<file path="src/rtl/ddr3_phy_pkg.sv">
// Shared definitions for the DDR3 PHY read path: burst geometry, MPR
// training pattern, FSM state encodings and the per-lane slip window helper.
package ddr3_phy_pkg;

  localparam int          SAMPLES_PER_CLK = 4;
  localparam int          BURST_LEN       = 8;
  localparam logic [7:0]  MPR_PATTERN     = 8'h55;

  typedef enum logic {
    CAP_IDLE,
    CAP_HALF2
  } cap_state_t;

  typedef enum logic [1:0] {
    T_IDLE,
    T_SEARCH,
    T_DONE
  } train_state_t;

  // Aligned 4-sample window for slip s: the last s samples of the previous
  // word followed by the first 4-s samples of the current word.
  function automatic logic [SAMPLES_PER_CLK-1:0] slip_window(
    input logic [SAMPLES_PER_CLK-1:0] hist,
    input logic [SAMPLES_PER_CLK-1:0] cur,
    input logic [1:0]                 s
  );
    logic [2*SAMPLES_PER_CLK-1:0] cat;
    cat = {cur, hist};
    case (s)
      2'd0:    slip_window = cur;
      2'd1:    slip_window = cat[6:3];
      2'd2:    slip_window = cat[5:2];
      default: slip_window = cat[4:1];
    endcase
  endfunction

endpackage

</file>
<file path="src/rtl/read_slip_lane.sv">
// One DQ lane of the read aligner: remembers the previous ISERDES word and
// presents the 4-sample window selected by the current slip.
module read_slip_lane
  import ddr3_phy_pkg::*;
(
  input  logic                       clk,
  input  logic                       rst_n,
  input  logic [SAMPLES_PER_CLK-1:0] din,
  input  logic [1:0]                 slip,
  output logic [SAMPLES_PER_CLK-1:0] window
);

  logic [SAMPLES_PER_CLK-1:0] hist;

  // Previous word, needed for the samples that straddle the word boundary.
  always_ff @(posedge clk) begin
    if (!rst_n) hist <= '0;
    else        hist <= din;
  end

  // Window mux.
  always_comb begin
    window = slip_window(hist, din, slip);
  end

endmodule

</file>
<file path="src/rtl/iserdes_read_align.sv">
// Read-side aligner: per-lane sample slip, read-latency delay line, BL8
// two-half capture and (optionally) MPR-based slip training.
// Optional feature macro: READ_ALIGN_TRAIN_EN enables the slip training FSM.
//
// Strobe semantics: there is no backpressure. dout_valid, err and train_done
// are single-cycle strobes; the consumer must take dout in the strobe cycle
// (dout also holds until the next strobe). rd_start and train are
// single-cycle request pulses that are always accepted or reported via err.
module iserdes_read_align
  import ddr3_phy_pkg::*;
#(
  parameter int WIDTH    = 8,
  parameter int LAT_BITS = 4
) (
  input  logic                          clk,
  input  logic                          rst_n,
  input  logic [SAMPLES_PER_CLK*WIDTH-1:0] din,
  input  logic                          rd_start,
  input  logic [LAT_BITS-1:0]           rd_lat,
  input  logic [1:0]                    slip,
  input  logic                          train,
  output logic [BURST_LEN*WIDTH-1:0]    dout,
  output logic                          dout_valid,
  output logic                          err,
  output logic [1:0]                    slip_out,
  output logic                          train_done,
  output logic                          train_ok
);

  localparam int DEPTH = 2**LAT_BITS;

  logic [DEPTH-1:0]                     pend;
  logic [DEPTH-1:0]                     lat_onehot;
  logic                                 rd_drop;
  logic [SAMPLES_PER_CLK*WIDTH-1:0]     window;
  logic [SAMPLES_PER_CLK*WIDTH-1:0]     lo_q;
  logic [BURST_LEN*WIDTH-1:0]           burst;
  cap_state_t                           cap_state, cap_next;
  logic                                 latch_lo, latch_hi, cap_drop;

  // Per-lane slip windows; each burst byte is low half (older) then high half.
  for (genvar i = 0; i < WIDTH; i++) begin : g_lane
    read_slip_lane u_lane (
      .clk    (clk),
      .rst_n  (rst_n),
      .din    (din[SAMPLES_PER_CLK*i +: SAMPLES_PER_CLK]),
      .slip   (slip_out),
      .window (window[SAMPLES_PER_CLK*i +: SAMPLES_PER_CLK])
    );
    assign burst[BURST_LEN*i +: BURST_LEN] =
      {window[SAMPLES_PER_CLK*i +: SAMPLES_PER_CLK], lo_q[SAMPLES_PER_CLK*i +: SAMPLES_PER_CLK]};
  end

  // Delay-line insertion point; a read aimed at an occupied slot is dropped.
  always_comb begin
    lat_onehot         = '0;
    lat_onehot[rd_lat] = 1'b1;
    rd_drop            = rd_start && pend[rd_lat];
  end

  // Capture FSM state register.
  always_ff @(posedge clk) begin
    if (!rst_n) cap_state <= CAP_IDLE;
    else        cap_state <= cap_next;
  end

  // Capture FSM next state: a due read takes exactly two window latches.
  always_comb begin
    cap_next = cap_state;
    case (cap_state)
      CAP_IDLE:  if (pend[0]) cap_next = CAP_HALF2;
      CAP_HALF2: cap_next = CAP_IDLE;
    endcase
  end

  // Capture FSM outputs; a read falling due during the second half is lost.
  always_comb begin
    latch_lo = (cap_state == CAP_IDLE) && pend[0];
    latch_hi = (cap_state == CAP_HALF2);
    cap_drop = latch_hi && pend[0];
  end

  // Delay line, half-burst latch and output registers.
  always_ff @(posedge clk) begin
    if (!rst_n) begin
      pend       <= '0;
      lo_q       <= '0;
      dout       <= '0;
      dout_valid <= 1'b0;
      err        <= 1'b0;
    end else begin
      pend       <= (pend >> 1) | ((rd_start && !rd_drop) ? lat_onehot : '0);
      if (latch_lo) lo_q <= window;
      if (latch_hi) dout <= burst;
      dout_valid <= latch_hi;
      err        <= cap_drop || rd_drop;
    end
  end

`ifdef READ_ALIGN_TRAIN_EN
  train_state_t t_state, t_next;
  logic [1:0]   trial;
  logic         mpr_hit;

  assign mpr_hit = (dout[7:0] == MPR_PATTERN);

  // Training state register plus trial slip and result flags.
  always_ff @(posedge clk) begin
    if (!rst_n) begin
      t_state    <= T_IDLE;
      trial      <= 2'd0;
      train_ok   <= 1'b0;
      train_done <= 1'b0;
    end else begin
      t_state    <= t_next;
      train_done <= 1'b0;
      if (train) begin
        trial <= 2'd0;
      end else if (t_state == T_SEARCH && dout_valid) begin
        if (mpr_hit) begin
          train_ok   <= 1'b1;
          train_done <= 1'b1;
        end else begin
          // Wraps 3 -> 0, which is the fallback slip after a failed search.
          trial <= trial + 2'd1;
          if (trial == 2'd3) begin
            train_ok   <= 1'b0;
            train_done <= 1'b1;
          end
        end
      end
    end
  end

  // Training next state: each returned burst is one trial.
  always_comb begin
    t_next = t_state;
    if (train) begin
      t_next = T_SEARCH;
    end else begin
      case (t_state)
        T_SEARCH: if (dout_valid && (mpr_hit || trial == 2'd3)) t_next = T_DONE;
        default:  t_next = t_state;
      endcase
    end
  end

  // Training outputs: the trial slip overrides the manual slip once trained.
  always_comb begin
    slip_out = (t_state == T_IDLE) ? slip : trial;
  end
`else
  // Training absent: acknowledge immediately, never report a match.
  always_ff @(posedge clk) begin
    if (!rst_n) begin
      train_done <= 1'b0;
      train_ok   <= 1'b0;
    end else begin
      train_done <= train;
      train_ok   <= 1'b0;
    end
  end

  // Manual slip only.
  always_comb begin
    slip_out = slip;
  end
`endif

endmodule

</file>
<file path="config.mk">
export PLATFORM = sky130hd
export DESIGN_NAME = iserdes_read_align
export DESIGN_NICKNAME = d
export VERILOG_FILES = /design/src/rtl/ddr3_phy_pkg.sv /design/src/rtl/read_slip_lane.sv /design/src/rtl/iserdes_read_align.sv
export SDC_FILE = /design/constraint.sdc
export NUM_CORES = 1
export LEC_CHECK = 0
export BUFFER_PORTS_ARGS = -buffer_cell sky130_fd_sc_hd__buf_2
export CORE_ASPECT_RATIO = 0.8
export CORE_MARGIN = 3
export CORE_UTILIZATION = 50
export CTS_BUF_LIST = sky130_fd_sc_hd__clkbuf_8
export DETAILED_ROUTE_END_ITERATION = 12
export GPL_TIMING_DRIVEN = 1
export PLACE_DENSITY = 0.71
export SLEW_MARGIN = 20
export SYNTH_ARGS = -nofsm -noshare
export SYNTH_HDL_FRONTEND = slang
export SYNTH_SLANG_ARGS = --single-unit
export TNS_END_PERCENT = 100
</file>
<file path="constraint.sdc">
create_clock -name clk -period 2.85 [get_ports clk]
set_clock_uncertainty 0.2 [all_clocks]
set_input_delay 0.57 -clock clk [delete_from_list [all_inputs] [get_ports clk]]
set_output_delay 0.57 -clock clk [all_outputs]
set_load 0.1 [all_outputs]
</file>
==> results.md, run 1 <==
- Run status: finished, final reports clean
- Worst-path cell chain: buf_2, mux2_1, mux4_2, or3_4, o31ai_4
- First-pass GRT wire length: 20,200 µm
- Proportion of synthesized area in mux cells: 25.7%
- Final hold viol count: 0
- Post-CTS setup buffer count: 0
- Routed Antenna Nets: 0
- Vias: 4,037
- Ant. Diodes: 0
- Most frequent cells in the layout: dfxtp_1, buf_2, nand2_1
- Largest family of logic cells by synthesized area: multiplexers
- Worst skew pair latency: 0.44 ns
- GP Congestion: 0.859
- RSZ-0062 raised after global routing: false
- Row cnt: 34
- CTS tree: yes
- Post-Synthesis Mean Instance Area: 11.3 µm²
- Initial Util: 52.4%
- Crit end category: flop
- HP Start: din[27]
- Max incr delay on CP: 0.47 ns
- Post-Synth XOR/XNOR Area: 0%
- Post-Synth Simple-Gate Area: 16.3%
- Max IR drop VDD: 0.000457 V
- Pins Over Slew Limit: 0
- Layout cells sized above 1: 30.6%
- Synth Register Bits: 140
- Netlist Area Pre-Place: 0.00585 mm²
- Vias in the first global route: 4,037
- Initial DRC count: 248
- Clk pwr share: 41.5%
- Largest cells by area after synthesis: dfxtp_1, mux4_2, mux2i_1
- H-Tree Depth: 4
- Synth Net Count: 560
- CTS buffer count: 17
- Area grow syn2layout: 18.5%
- DP HPWL: 8160 µm
- Drt first pass iters: 4
- Place WS: 0.279 ns
- Sw frac: 23.6%
- Port Buffers: 110
- Crit path from: rd_lat[0]
- Pwr dens: 582 mW/mm²
- Die height: 103 µm
- Peak Freq: 470 MHz
- Arr. time, crit path: 2.29 ns
- Adder-cell share of the synthesized area: 0%
- Hold slack final: 0.157 ns
- CP max FO: 16
- Clock root cell: clkbuf_8
- Top_reg_cell synth: dfxtp_1
- Mapped Cells: 518
- Die width: 127 µm
- Complex-gate fraction of the synthesized area: 6.66%
- Net Sw Power: 0.951 mW
- Seq/Total Area, Yosys: 47.9%
- NumNets Final: 653
- Largest net degree at the start of global routing: 93
- CTS sink cnt: 140
- Worst Hold Class: in2reg
- IO Count: 112
- EDFF count, synth: 0
- Synth warn: 0
- Setup TNS: 0 ns
- Flop pwr share: 49.8%
- Nature of the critical path startpoint: input port
- Worst slew margin: 58.0%
- Most common cell after layout, fill and taps aside: dfxtp_1
- Post-CTS Resized: 0
- Min Tclk post-route: 2.13 ns
- Max Buffers Root-to-Sink: 2
- All-layer global routing usage: 19.6%
- Critical Path Slowest Stage Cell: mux4_2
- Final setup fails: 0
- Combinational power share: 8.6%
- Fin area: 0.00693 mm²
- Core Area: 0.0111 mm²
- Req. time, crit path: 3.01 ns
- Post-synth top area cell: dfxtp_1
- Total grt overflow: 0
- Post-synth ARST share: 0%
- Pint: 3.08 mW
- Min setup slack post-route: 0.722 ns
- Dpl cell area: 0.00650 mm²
- DRC Markers: 0
- Worst-path clk slew: 0.08 ns
- Die area: 0.0130 mm²
- DR WL/cell: 15.7 µm
- Top-area cell type share of the netlist area: 47.9%
- Period utilization: 74.7%
- Hold buffer count at cts: 0
- Crit path kind: in2reg
- Reg-to-Reg Start: cap_state
- P_leak: 2.62 nW
- Detailed Route WL: 12,000 µm
- Maxcap violations: 0
- Via density: 5.26
- Initial antenna violation count: 0
- Yosys cell types: 31
- Worst Max-Slew Pin Slew: 0.624 ns
-- per-layer routing --
metal / GRT usage [%] / wire [µm] / vias up
met5: 0 / 0 / -
met4: 6.76 / 150 / 0
met3: 6.58 / 751 / 16
met2: 31.0 / 5580 / 101
met1: 25.4 / 5560 / 1945
li1: - / - / 1975
-- sequential cells by signal, summed over array words and instances, names as in the netlist --
register	cells
cap_state	1
dout	64
dout_valid	1
err	1
g_lane.u_lane.hist	24
lo_q	32
pend	16
train_done	1
-- cell type report --
cell class	count	area (µm²)
multi-input cells	334	2850
fillers	933	4220
repair buffers	118	668
clock inverters	12	146
well taps	144	180
clock buffers	20	275
flip-flops and latches	140	2810
-- cell usage after synthesis (all sizes together), types with 2 or more instances --
cell    number
nor3         2
mux2i       65
nand2       71
buf         18
nand2b       4
clkbuf      26
mux4        35
dfxtp      140
nor4         2
mux2         5
o21ai        3
a21boi      32
a32o         2
nor2b       67
and2        27
o21a         3
nand3        2
a22o         6
nor4b        2
-- kinds of logic (layout without fill, tap and decap cells) --
family / Yosys count / in the layout
simple gates: 179 / 179
flops: 140 / 140
mux: 105 / 105
compound gates: 49 / 49
buf+inv: 44 / 150
other cells: 1 / 1
-- per-stage QoR --
step | instances | total power [mW] | util, %
floorplan | 518 | 2.31 | -
global placement | 736 | 2.39 | 58.4
detailed placement | 736 | 2.40 | 58.4
CTS | 768 | 4.07 | 62.1
global route | 768 | 4.20 | 62.1
finish | 768 | 4.03 | 62.1
-- power by group through the flow --
stage	Clock, mW	Sequential (mW)	Combinational, mW
after detailed placement	0	2.05	0.348
after floorplan	0	2.08	0.228
after CTS	1.72	2.01	0.350
final	1.67	2.01	0.348
after global routing	1.81	2.01	0.375
after global placement	0	2.05	0.344
-- critical path, delay by kind of cell --
family	cells	cell delay, ns
multiplexers	2	0.82
AND/OR/NAND/NOR	1	0.42
buffers and inverters	1	0.30
AO/OA/AOI/OAI	1	0.16
-- path summary, 6_finish.rpt --
kind | end | slack, ns | cells after the start
setup / recovery | pend[8] | 0.72 | 5
hold / removal | g_lane[6].u_lane.hist[3] | 0.16 | 2
setup reg to reg | lo_q[29] | 0.80 | 4
hold reg to reg | pend[11] | 0.26 | 2
No activity file was read; power rests on OpenSTA's default activity.
==> run 2: changes to the inputs <==
clock period = 1.97 ns   (was 2.85 ns; I/O delays follow)
==> run 2 against run 1 <==
Net effect:
- largest cell class unchanged
- non-clock buffer count grew 29
- worst hold slack lost 0.13 ns
- register-to-register slack lost 0.72 ns
- global-route usage grew 0.27 points
- critical endpoint unchanged
- sequential cell count is the same
- highest routed layer unchanged
- final area grew 4.5%
- core utilization grew 2.8 points
- first-iteration DRC count shrank 4.8%
- die area is the same
==> results.md, run 2 (same netlist as run 1, synthesis figures left out) <==
- Run status: finished, final reports clean
- Largest regs: dout: 64 flops, lo_q: 32 flops, g_lane.u_lane.hist: 24 flops
- Max IR drop VDD: 0.000623 V (+36%)
- Ant. Diodes: 0 (unchanged)
- Die area: 0.0130 mm² (unchanged)
- Min Tclk post-route: 1.89 ns
- Arr. time, crit path: 2.04 ns (-0.25 ns)
- Dpl cell area: 0.00662 mm² (+1.8%)
- CTS buffer count: 17 (unchanged)
- Nature of the critical path startpoint: flop
- GP Congestion: 0.803 (-6.6%)
- Vias in the first global route: 4,125 (+2.2%)
- Fin area: 0.00724 mm² (+4.5%)
- First-pass GRT wire length: 20,500 µm (+1.6%)
- Worst Max-Slew Pin Slew: 0.512 ns (-0.112 ns)
- Largest net degree at the start of global routing: 94 (+1.1%)
- CP max FO: 4 (-12)
- Req. time, crit path: 2.12 ns (-0.89 ns)
- Initial antenna violation count: 0 (unchanged)
- IO Count: 112 (unchanged)
- Final hold viol count: 0 (unchanged)
- Worst-path cell chain: mux2_1, mux4_2, or3_4, o31ai_4
- Multi-input gate area: 0.00285 mm² (unchanged)
- Pins Over Slew Limit: 0 (unchanged)
- H-Tree Depth: 4 (unchanged)
- CTS tree: yes
- Initial DRC count: 236 (-4.8%)
- Initial Util: 52.4% (unchanged)
- All-layer global routing usage: 19.8% (+0.27 points)
- NumNets Final: 682 (+4.4%)
- Row cnt: 34 (unchanged)
- Clock root cell: clkbuf_8
- Layout cells sized above 1: 30.8% (+0.17 points)
- Pwr dens: 817 mW/mm² (+41%)
- Detailed Route WL: 12,400 µm (+3.2%)
- DP HPWL: 8430 µm (+3.2%)
- Via density: 5.20 (-0.99%)
- RSZ-0062 raised after global routing: false
- Final setup fails: 0 (unchanged)
- Peak Freq: 528 MHz
- Crit path kind: reg2reg
- Period utilization: 96.1%
- Critical Path Slowest Stage Cell: mux4_2
- Routed Antenna Nets: 0 (unchanged)
- Maxcap violations: 0 (unchanged)
- Final design utilization: 64.9% (+2.8 points)
- R2r setup slk: 0.08 ns (-0.72 ns)
- Worst slew margin: 66.1% (+8.1 points)
- Port Buffers: 110 (unchanged)
- DRC Markers: 0 (unchanged)
- Crit end category: flop
- Most frequent cells in the layout: dfxtp_1, buf_2, nand2_1
- CTS sink cnt: 140 (unchanged)
- Most flops, register: dout
- Fill count: 917 (-1.7%)
- Die height: 103 µm (unchanged)
- Worst skew pair latency: 0.42 ns (-0.02 ns)
- Total grt overflow: 0 (unchanged)
- Worst-path clk slew: 0.07 ns (about the same)
- Drt first pass iters: 4 (unchanged)
- Area grow syn2layout: 23.8%
- Core Area: 0.0111 mm² (unchanged)
- Max reg flops: 64 (unchanged)
- Storage cell area: 0.00281 mm² (unchanged)
- Max incr delay on CP: 0.47 ns (about the same)
- Vias: 4,148 (+2.7%)
- DR WL/cell: 15.6 µm (-0.59%)
- P_leak: 2.78 nW (+6.0%)
- Die width: 127 µm (unchanged)
- Most common cell after layout, fill and taps aside: dfxtp_1
- Max Buffers Root-to-Sink: 2 (unchanged)
- Worst Hold Class: in2reg
-- run 2: cell count changes in the layout (fill, tap and decap cells not counted), sizes merged --
cell and change:
clkbuf +3, inv +1, dlygate4sd3 +18, clkinv -3, buf +11, clkinvlp -1
-- run 2: worst paths after layout --
kind	startpoint	end	cells past startpoint
worst min-delay path	din[9]	g_lane[2].u_lane.hist[1]	2
worst max register to register	pend[9]	pend[8]	4
worst min register to register	pend[10]	pend[9]	2
worst max-delay path	pend[9]	pend[8]	4
-- run 2: timing repair --
action,CTS,global route
hold buffers,18,0
buffers inserted,0,0
endpoints found under the hold margin,18,0
resized for setup,0,0
endpoints found under the setup margin,0,2
-- run 2: stage by stage --
step | setup slack, ns | cells | setup TNS [ns] | total power [mW] | hold WS, ns
6_report | 0.0773 | 797 | 0 | 5.91 | 0.0291
5_1_grt | 0.00664 | 797 | 0 | 6.14 | 0.00338
4_1_cts | 0.0368 | 797 | 0 | 5.97 | 0.00207
3_5_place_dp | -0.259 | 747 | -2.05 | 3.49 | 0.247
3_3_place_gp | -0.221 | 747 | -1.46 | 3.48 | 0.236
2_1_floorplan | -0.139 | 518 | -0.405 | 3.34 | 0.222
-- run 2: metal layers --
layer	share of wire [%]	track usage, %	up-vias	wire length [µm]
met1	45	25.8	1988	5610
met5	0	0	-	0
met3	6.2	5.85	12	771
li1	-	-	2031	-
met4	1.2	6.51	0	144
met2	47	32.2	117	5890
-- run 2: power by group --
group	total (mW)	leakage (nW)	internal, mW	switching [mW]
clock	2.46	0.235	1.44	1.02
sequential	2.90	1.14	2.88	0.0242
combinational	0.557	1.40	0.271	0.285
total	5.91	2.78	4.59	1.33
-- run 2: final cells by class --
cell class / instances / area share, %
tap: 144 / 2.49
multi-input combinational: 334 / 39.4
clock inverter: 9 / 1.61
clock buffer: 23 / 4.37
timing repair buffer: 147 / 13.4
sequential: 140 / 38.8
-- run 2: worst max-delay path: cells and delay by family (launching register included) --
family / cells / cell delay (ns)
multiplexers: 2 / 0.76
flip-flops: 1 / 0.32
AND/OR/NAND/NOR: 1 / 0.38
AO/OA/AOI/OAI: 1 / 0.16
